[config.mk]
export PLATFORM = sky130hd
export DESIGN_NAME = orao_key_sequencer
export DESIGN_NICKNAME = d
export VERILOG_FILES = /design/src/rtl/orao_pkg.sv /design/src/rtl/orao_debounce.sv /design/src/rtl/orao_key_sequencer.sv
export SDC_FILE = /design/constraint.sdc
export NUM_CORES = 1
export LEC_CHECK = 0
export CAP_MARGIN = 20
export CORE_MARGIN = 4
export CORE_UTILIZATION = 45
export CTS_CLUSTER_SIZE = 10
export DETAILED_ROUTE_END_ITERATION = 7
export PLACE_DENSITY = 0.61
export SYNTH_ARGS = -nofsm -noshare
export SYNTH_HDL_FRONTEND = slang
export SYNTH_HIERARCHICAL = 1
export SYNTH_SLANG_ARGS = --single-unit
export TNS_END_PERCENT = 1
[constraint.sdc]
create_clock -name clk -period 2.51 [get_ports clk]
set_input_delay 0.502 -clock clk [delete_from_list [all_inputs] [get_ports clk]]
set_output_delay 0.502 -clock clk [all_outputs]
set_load 0.05 [all_outputs]
[src/rtl/orao_pkg.sv]
// Shared types for the Orao boot-key sequencer: key actions, sequencer states
// and the 16-slot boot script.
package orao_pkg;

    typedef enum logic [2:0] {
        ACT_NONE,
        ACT_RESET,
        ACT_B,
        ACT_C,
        ACT_ENTER
    } act_t;

    typedef enum logic {
        IDLE,
        RUN
    } state_t;

    // Reset, B, C, then Enter three times to reach the BASIC prompt.
    localparam act_t BOOT_SEQ [16] = '{
        ACT_RESET, ACT_NONE, ACT_B,     ACT_NONE,
        ACT_C,     ACT_NONE, ACT_ENTER, ACT_NONE,
        ACT_ENTER, ACT_NONE, ACT_NONE,  ACT_NONE,
        ACT_ENTER, ACT_NONE, ACT_NONE,  ACT_NONE
    };

endpackage

[src/rtl/orao_debounce.sv]
// Two-flop synchroniser plus stability counter for one raw board button.
// The rise/fall pulses coincide with the edge on which o_level changes.
module orao_debounce #(
    parameter int unsigned DEBOUNCE_CYCLES = 250000
) (
    input  logic i_clk,
    input  logic i_rst,
    input  logic i_btn,
    output logic o_level,
    output logic o_rise,
    output logic o_fall
);

    localparam int unsigned CW = (DEBOUNCE_CYCLES > 1) ? $clog2(DEBOUNCE_CYCLES) : 1;

    logic [1:0]    r_sync;
    logic [CW-1:0] r_cnt;
    logic          r_db;
    logic          w_done;

    assign w_done = (r_sync[1] != r_db) && (r_cnt == CW'(DEBOUNCE_CYCLES - 1));

    always_ff @(posedge i_clk or posedge i_rst) begin
        if (i_rst) begin
            r_sync <= '0;
            r_cnt  <= '0;
            r_db   <= 1'b0;
        end else begin
            r_sync <= {r_sync[0], i_btn};
            if ((r_sync[1] == r_db) || w_done)
                r_cnt <= '0;
            else
                r_cnt <= r_cnt + CW'(1);
            if (w_done)
                r_db <= r_sync[1];
        end
    end

    assign o_level = r_db;
    assign o_rise  = w_done &  r_sync[1];
    assign o_fall  = w_done & ~r_sync[1];

endmodule

[src/rtl/orao_key_sequencer.sv]
// Button conditioning and slot-timed boot keystrokes for the Orao core.
// Define ORAO_AUTOBOOT_EN to build the boot sequencer; otherwise outputs are the debounced buttons.
module orao_key_sequencer
    import orao_pkg::*;
#(
    parameter int unsigned DEBOUNCE_CYCLES = 250000,
    parameter int unsigned SLOT_CYCLES     = 8388608
) (
    input  logic clk,
    input  logic reset,
    input  logic btn_reset,
    input  logic btn_b,
    input  logic btn_c,
    input  logic btn_enter,
    output logic n_reset,
    output logic key_b,
    output logic key_c,
    output logic key_enter,
    output logic busy
);

    logic [3:0] w_raw;
    logic [3:0] w_db;
    logic [3:0] w_rise;
    logic [3:0] w_fall;

    assign w_raw = {btn_enter, btn_c, btn_b, btn_reset};

    for (genvar g = 0; g < 4; g++) begin : g_btn
        orao_debounce #(
            .DEBOUNCE_CYCLES(DEBOUNCE_CYCLES)
        ) u_db (
            .i_clk   (clk),
            .i_rst   (reset),
            .i_btn   (w_raw[g]),
            .o_level (w_db[g]),
            .o_rise  (w_rise[g]),
            .o_fall  (w_fall[g])
        );
    end

`ifdef ORAO_AUTOBOOT_EN
    localparam int unsigned SW = (SLOT_CYCLES > 1) ? $clog2(SLOT_CYCLES) : 1;

    state_t        r_state;
    logic [SW-1:0] r_slot;
    logic [3:0]    r_step;

    state_t        w_state_nx;
    logic [SW-1:0] w_slot_nx;
    logic [3:0]    w_step_nx;
    act_t          w_act;
    logic          w_unused;

    assign w_unused = ^{w_rise[0], w_fall[3:1]};

    always_comb begin
        w_state_nx = r_state;
        w_slot_nx  = r_slot;
        w_step_nx  = r_step;
        if (w_fall[0]) begin
            w_state_nx = RUN;
            w_slot_nx  = '0;
            w_step_nx  = '0;
        end else if (r_state == RUN) begin
            if (|w_rise[3:1]) begin
                w_state_nx = IDLE;
                w_slot_nx  = '0;
                w_step_nx  = '0;
            end else if (r_slot == SW'(SLOT_CYCLES - 1)) begin
                w_slot_nx = '0;
                if (r_step == 4'd15) begin
                    w_state_nx = IDLE;
                    w_step_nx  = '0;
                end else begin
                    w_step_nx = r_step + 4'd1;
                end
            end else begin
                w_slot_nx = r_slot + SW'(1);
            end
        end
        w_act = (w_state_nx == RUN) ? BOOT_SEQ[w_step_nx] : ACT_NONE;
    end

    // Action terms are decoded from the next state so a key lines up with its slot.
    always_ff @(posedge clk or posedge reset) begin
        if (reset) begin
            r_state   <= RUN;
            r_slot    <= '0;
            r_step    <= '0;
            n_reset   <= 1'b0;
            key_b     <= 1'b0;
            key_c     <= 1'b0;
            key_enter <= 1'b0;
            busy      <= 1'b1;
        end else begin
            r_state   <= w_state_nx;
            r_slot    <= w_slot_nx;
            r_step    <= w_step_nx;
            n_reset   <= ~(w_db[0] | (w_act == ACT_RESET));
            key_b     <= w_db[1] | (w_act == ACT_B);
            key_c     <= w_db[2] | (w_act == ACT_C);
            key_enter <= w_db[3] | (w_act == ACT_ENTER);
            busy      <= (w_state_nx == RUN);
        end
    end
`else
    logic w_unused;

    assign w_unused = ^{w_rise, w_fall, 32'(SLOT_CYCLES)};
    assign busy     = 1'b0;

    always_ff @(posedge clk or posedge reset) begin
        if (reset) begin
            n_reset   <= 1'b0;
            key_b     <= 1'b0;
            key_c     <= 1'b0;
            key_enter <= 1'b0;
        end else begin
            n_reset   <= ~w_db[0];
            key_b     <= w_db[1];
            key_c     <= w_db[2];
            key_enter <= w_db[3];
        end
    end
`endif

endmodule

-- Word-level counts from Yosys, hierarchy flattened
Cells that the tools add are included.
- register bits: 88
- bits of input ports: 6
- output and inout bits: 5
- word-level logic and storage cells: 45
- add/subtract/negate cells: 4
- equal/unequal tests: 12
- muxes and demuxes: 4
- bitwise logic cells: 1
- reduce and logical (&&, ||, !) cells: 8
- operators with widths (cell ; count):
    18-bit by 1-bit adder with 18-bit output, second input constant ; 4
    18-bit equality test, second input constant ; 4
    18-bit two-way mux ; 4
    1-bit equality test ; 4
    1-bit logical AND ; 4
    1-bit logical OR ; 4
    1-bit inequality test ; 4
    1-bit inverter ; 1

-- Longest topological paths before layout
- word-level depth: 4
- mapped depth: 7
- depth with buffers taken out: 5

-- Modules after synthesis
Netlist, hierarchy kept.
- by module, submodules not included (module ; instances ; cells each ; area an instance (µm²)):
    orao_debounce (g_btn[0].u_db ...) ; 3 ; 98 ; 1021.0
    orao_debounce (g_btn[1].u_db) ; 1 ; 100 ; 1034.7
    orao_key_sequencer ; 1 ; 8 ; 118.9

-- Worst setup path before layout
Ideal clock, no wire load.
- path type: register to register
- from: register g_btn[1].u_db.r_cnt[10]
- to: register g_btn[1].u_db.r_db
- arrival: 1.649 ns
- path slack: 0.736 ns
- stages on the path, launching flop included: 5
- clock period less this slack: 1.774 ns
- cell sequence: dfrtp_1 -> or4_1 -> nor4_2 -> nand2_1 -> mux2_4
- longest elaborated chain between the ends: 2
- ends and longest elaborated chain (element ; RTL line ; text):
    from (decl) ; orao_debounce.sv:17 ; logic [CW-1:0] r_cnt;
    from (signal assigned) ; orao_debounce.sv:33 ; r_cnt <= r_cnt + CW'(1);
    18-bit equality test ; orao_debounce.sv:21 ; assign w_done = (r_sync[1] != r_db) && (r_cnt == CW'(DEBOUNCE_CYCLES - 1));
    1-bit logical AND ; orao_debounce.sv:21 ;
    to (signal assigned) ; orao_debounce.sv:35 ; r_db <= r_sync[1];
    to (decl) ; orao_debounce.sv:18 ; logic r_db;
No other way between the ends.
A chain may end at the register's enable or synchronous reset.

-- Final worst setup path
- from: register g_btn[1].u_db.r_cnt[10]
- to: register g_btn[1].u_db.r_cnt[6]
- longest elaborated chain between the ends: 4
- ends and longest elaborated chain (element ; RTL line ; text):
    18-bit equality test ; orao_debounce.sv:21 ;
    1-bit logical AND ; orao_debounce.sv:21 ;
    1-bit logical OR ; orao_debounce.sv:30 ; if ((r_sync[1] == r_db) || w_done)
    18-bit two-way mux ; orao_debounce.sv:30 ;
No other way between the ends.

==> impl_metrics.tcl <==
set metrics [dict create \
    port_buffers 9 \
    min_period_ns 2.06 \
    finalSetupViolations 0 \
    grt_pass1_vias 2878 \
    cp_slowest_cell "or4_1" \
    crit_arrival_ns 2.30 \
    placed_cells 511 \
    finalClockSkew_ns 0.0132 \
    dieWidth_um 104 \
    routedWlPerCell_um 14.0 \
    max_slew_margin 0.652 \
    clk_latency_ns 0.36 \
    initial_utilization 0.470 \
    run_status "complete, no violations" \
    grtUsageTotal 0.148 \
    multi_input_area_um2 1860 \
    cp_data_required_time_ns 2.74 \
    final_nets 424 \
    cap_violations 0 \
    clkSlewWorstSetupHoldPaths_ns 0.10 \
    die_h_um 104 \
    fin_crit_sh 0.822 \
    cts_max_path_buffers 2 \
    cts_setup_buffers 0 \
    cts-root-buf "clkbuf_8" \
    ant_nets 0 \
    max_freq_mhz 484 \
    p_per_area_nw_per_um2 571 \
    cts.sinks 88 \
    n_fill_cell 808 \
    crit_chain "or4_1 > nor4_2 > a21bo_1 > nor2_1" \
    grt_max_degree 22 \
    cts_hold_buf 0 \
    row_count 34 \
    cp_max_fo 17 \
    drc 0 \
    layout.cells.non_filler 527 \
    cp_top_family "simple AND/OR/NAND/NOR gates" \
    total_power_mw 2.63 \
    grt_overflow 0 \
    syn_to_final_growth_pct 10.8 \
    first_pass_iters 4 \
    postSynthCellCount 394 \
    ios 11 \
    placed_area_um2 4390 \
    cts_tree "yes" \
    avgSynthCellArea_um2 10.5 \
    die_area_um2 10800 \
    gp_congestion 0.795 \
    grt_pass1_wl_um 13200 \
    synth-warning-count 6 \
    critPathMaxStageDelay_ns 0.55 \
    vias 2863 \
    finalHoldViolCount 0 \
    syn-cell-area_um2 4160 \
    cts_made_buffers 9 \
    start_kind "register" \
    routed_via_density 5.43 \
    seqCellArea_um2 2200 \
    worst_pin_slew_ns 0.522 \
    cts-resized-gates 0 \
    hold_path.class "reg2reg" \
    drive_above_1_share 0.0907 \
    post-route-util 0.521 \
    fin_area_um2 4610 \
    drt_wl_total_um 7360 \
    tns_ns 0 \
    leakage_nw 1.93 \
    path_class "reg2reg" \
    drv_slew 0 \
    syn_nets 404 \
    coreArea_um2 8850 \
    hpwl_um 5050 \
    h-tree-depth 3 \
    end_kind "register" \
    antenna_found_initial 0 \
    grt_setup_unrepaired "no" \
    cp_num_buf_inv 0 \
    antenna_cells 0 \
    drt-initial-drc-count 87 \
    peakVddDrop_mv 0.302 \
]
per-stage QoR:
| stage | hold slack [ns] | worst slack, ns |
|---|---|---|
| floorplan | 0.268 | 0.755 |
| global placement | 0.333 | 0.562 |
| detailed placement | 0.337 | 0.461 |
| CTS | 0.353 | 0.450 |
| global route | 0.356 | 0.321 |
| finish | 0.351 | 0.446 |
final timing paths:
kind,start,to,slack (ns),cells after the start
max reg2reg,g_btn[1].u_db/r_cnt[10]$_DFF_PP0_,g_btn[1].u_db/r_cnt[6]$_DFF_PP0_,0.45,4
min reg2reg,g_btn[2].u_db/r_sync[0]$_DFF_PP0_,g_btn[2].u_db/r_sync[1]$_DFF_PP0_,0.35,0
max,g_btn[1].u_db/r_cnt[10]$_DFF_PP0_,g_btn[1].u_db/r_cnt[6]$_DFF_PP0_,0.45,4
max in group asynchronous,reset,g_btn[1].u_db/r_cnt[15]$_DFF_PP0_,1.69,3
min in group asynchronous,reset,key_c$_DFF_PP0_,0.47,2
min,g_btn[2].u_db/r_sync[0]$_DFF_PP0_,g_btn[2].u_db/r_sync[1]$_DFF_PP0_,0.35,0
report_power, final:
part / switching, mW / leakage [nW] / internal, mW
Clock: 0.513 / 0.110 / 0.562
Sequential: 0.0203 / 1.20 / 1.44
Combinational: 0.0638 / 0.628 / 0.0338
Total: 0.597 / 1.93 / 2.03
area by class of cell:
cell class | count | area share
clock inverter | 7 | 0.0206
clock buffer | 9 | 0.0269
tap | 108 | 0.0293
multi-input combinational | 286 | 0.404
timing repair buffer | 16 | 0.0310
sequential | 88 | 0.478
inverter | 13 | 0.0106
worst reg2reg max path, cell delays in order (launching register included):
cell and delay (ns):
dfrtp_1 0.44, or4_1 0.55, nor4_2 0.33, a21bo_1 0.50
nor2_1 0.11
state kept, by name, summed over array words and instances, names as in the netlist:
register	count
g_btn.u_db/o_level	4
g_btn.u_db/r_cnt	72
g_btn.u_db/r_sync	8
key_b	1
key_c	1
key_enter	1
n_reset	1
routing by layer:
layer | vias to the layer above | global-route usage | part of all wire
li1 | 1424 | - | -
met4 | 0 | 0.0674 | 0.017
met2 | 32 | 0.222 | 0.45
met3 | 10 | 0.0348 | 0.024
met5 | - | 0 | 0
met1 | 1397 | 0.203 | 0.51
cells in the final DEF (no fill, tap or decap), types with 2 or more instances in the layout:
| cell | count |
|---|---|
| mux2_2 | 3 |
| and4b_1 | 3 |
| nand4_1 | 21 |
| nor3_1 | 13 |
| xor2_1 | 18 |
| and3_1 | 11 |
| xnor2_1 | 42 |
| buf_4 | 7 |
| o31ai_1 | 2 |
| or3_1 | 6 |
| dfrtp_1 | 88 |
| inv_1 | 13 |
| nor4b_1 | 3 |
| clkdlybuf4s50_1 | 9 |
| nand4_4 | 3 |
| a21oi_1 | 8 |
| or4_4 | 3 |
| clkbuf_8 | 9 |
| ha_1 | 4 |
| nand3_1 | 24 |
| o21ai_0 | 6 |
| nand2_1 | 16 |
| clkinv_2 | 2 |
| nor4_1 | 14 |
| or4_1 | 7 |
| bufinv_16 | 2 |
| o31ai_4 | 3 |
| nor2_1 | 70 |
No activity file was read; power rests on OpenSTA's default activity.
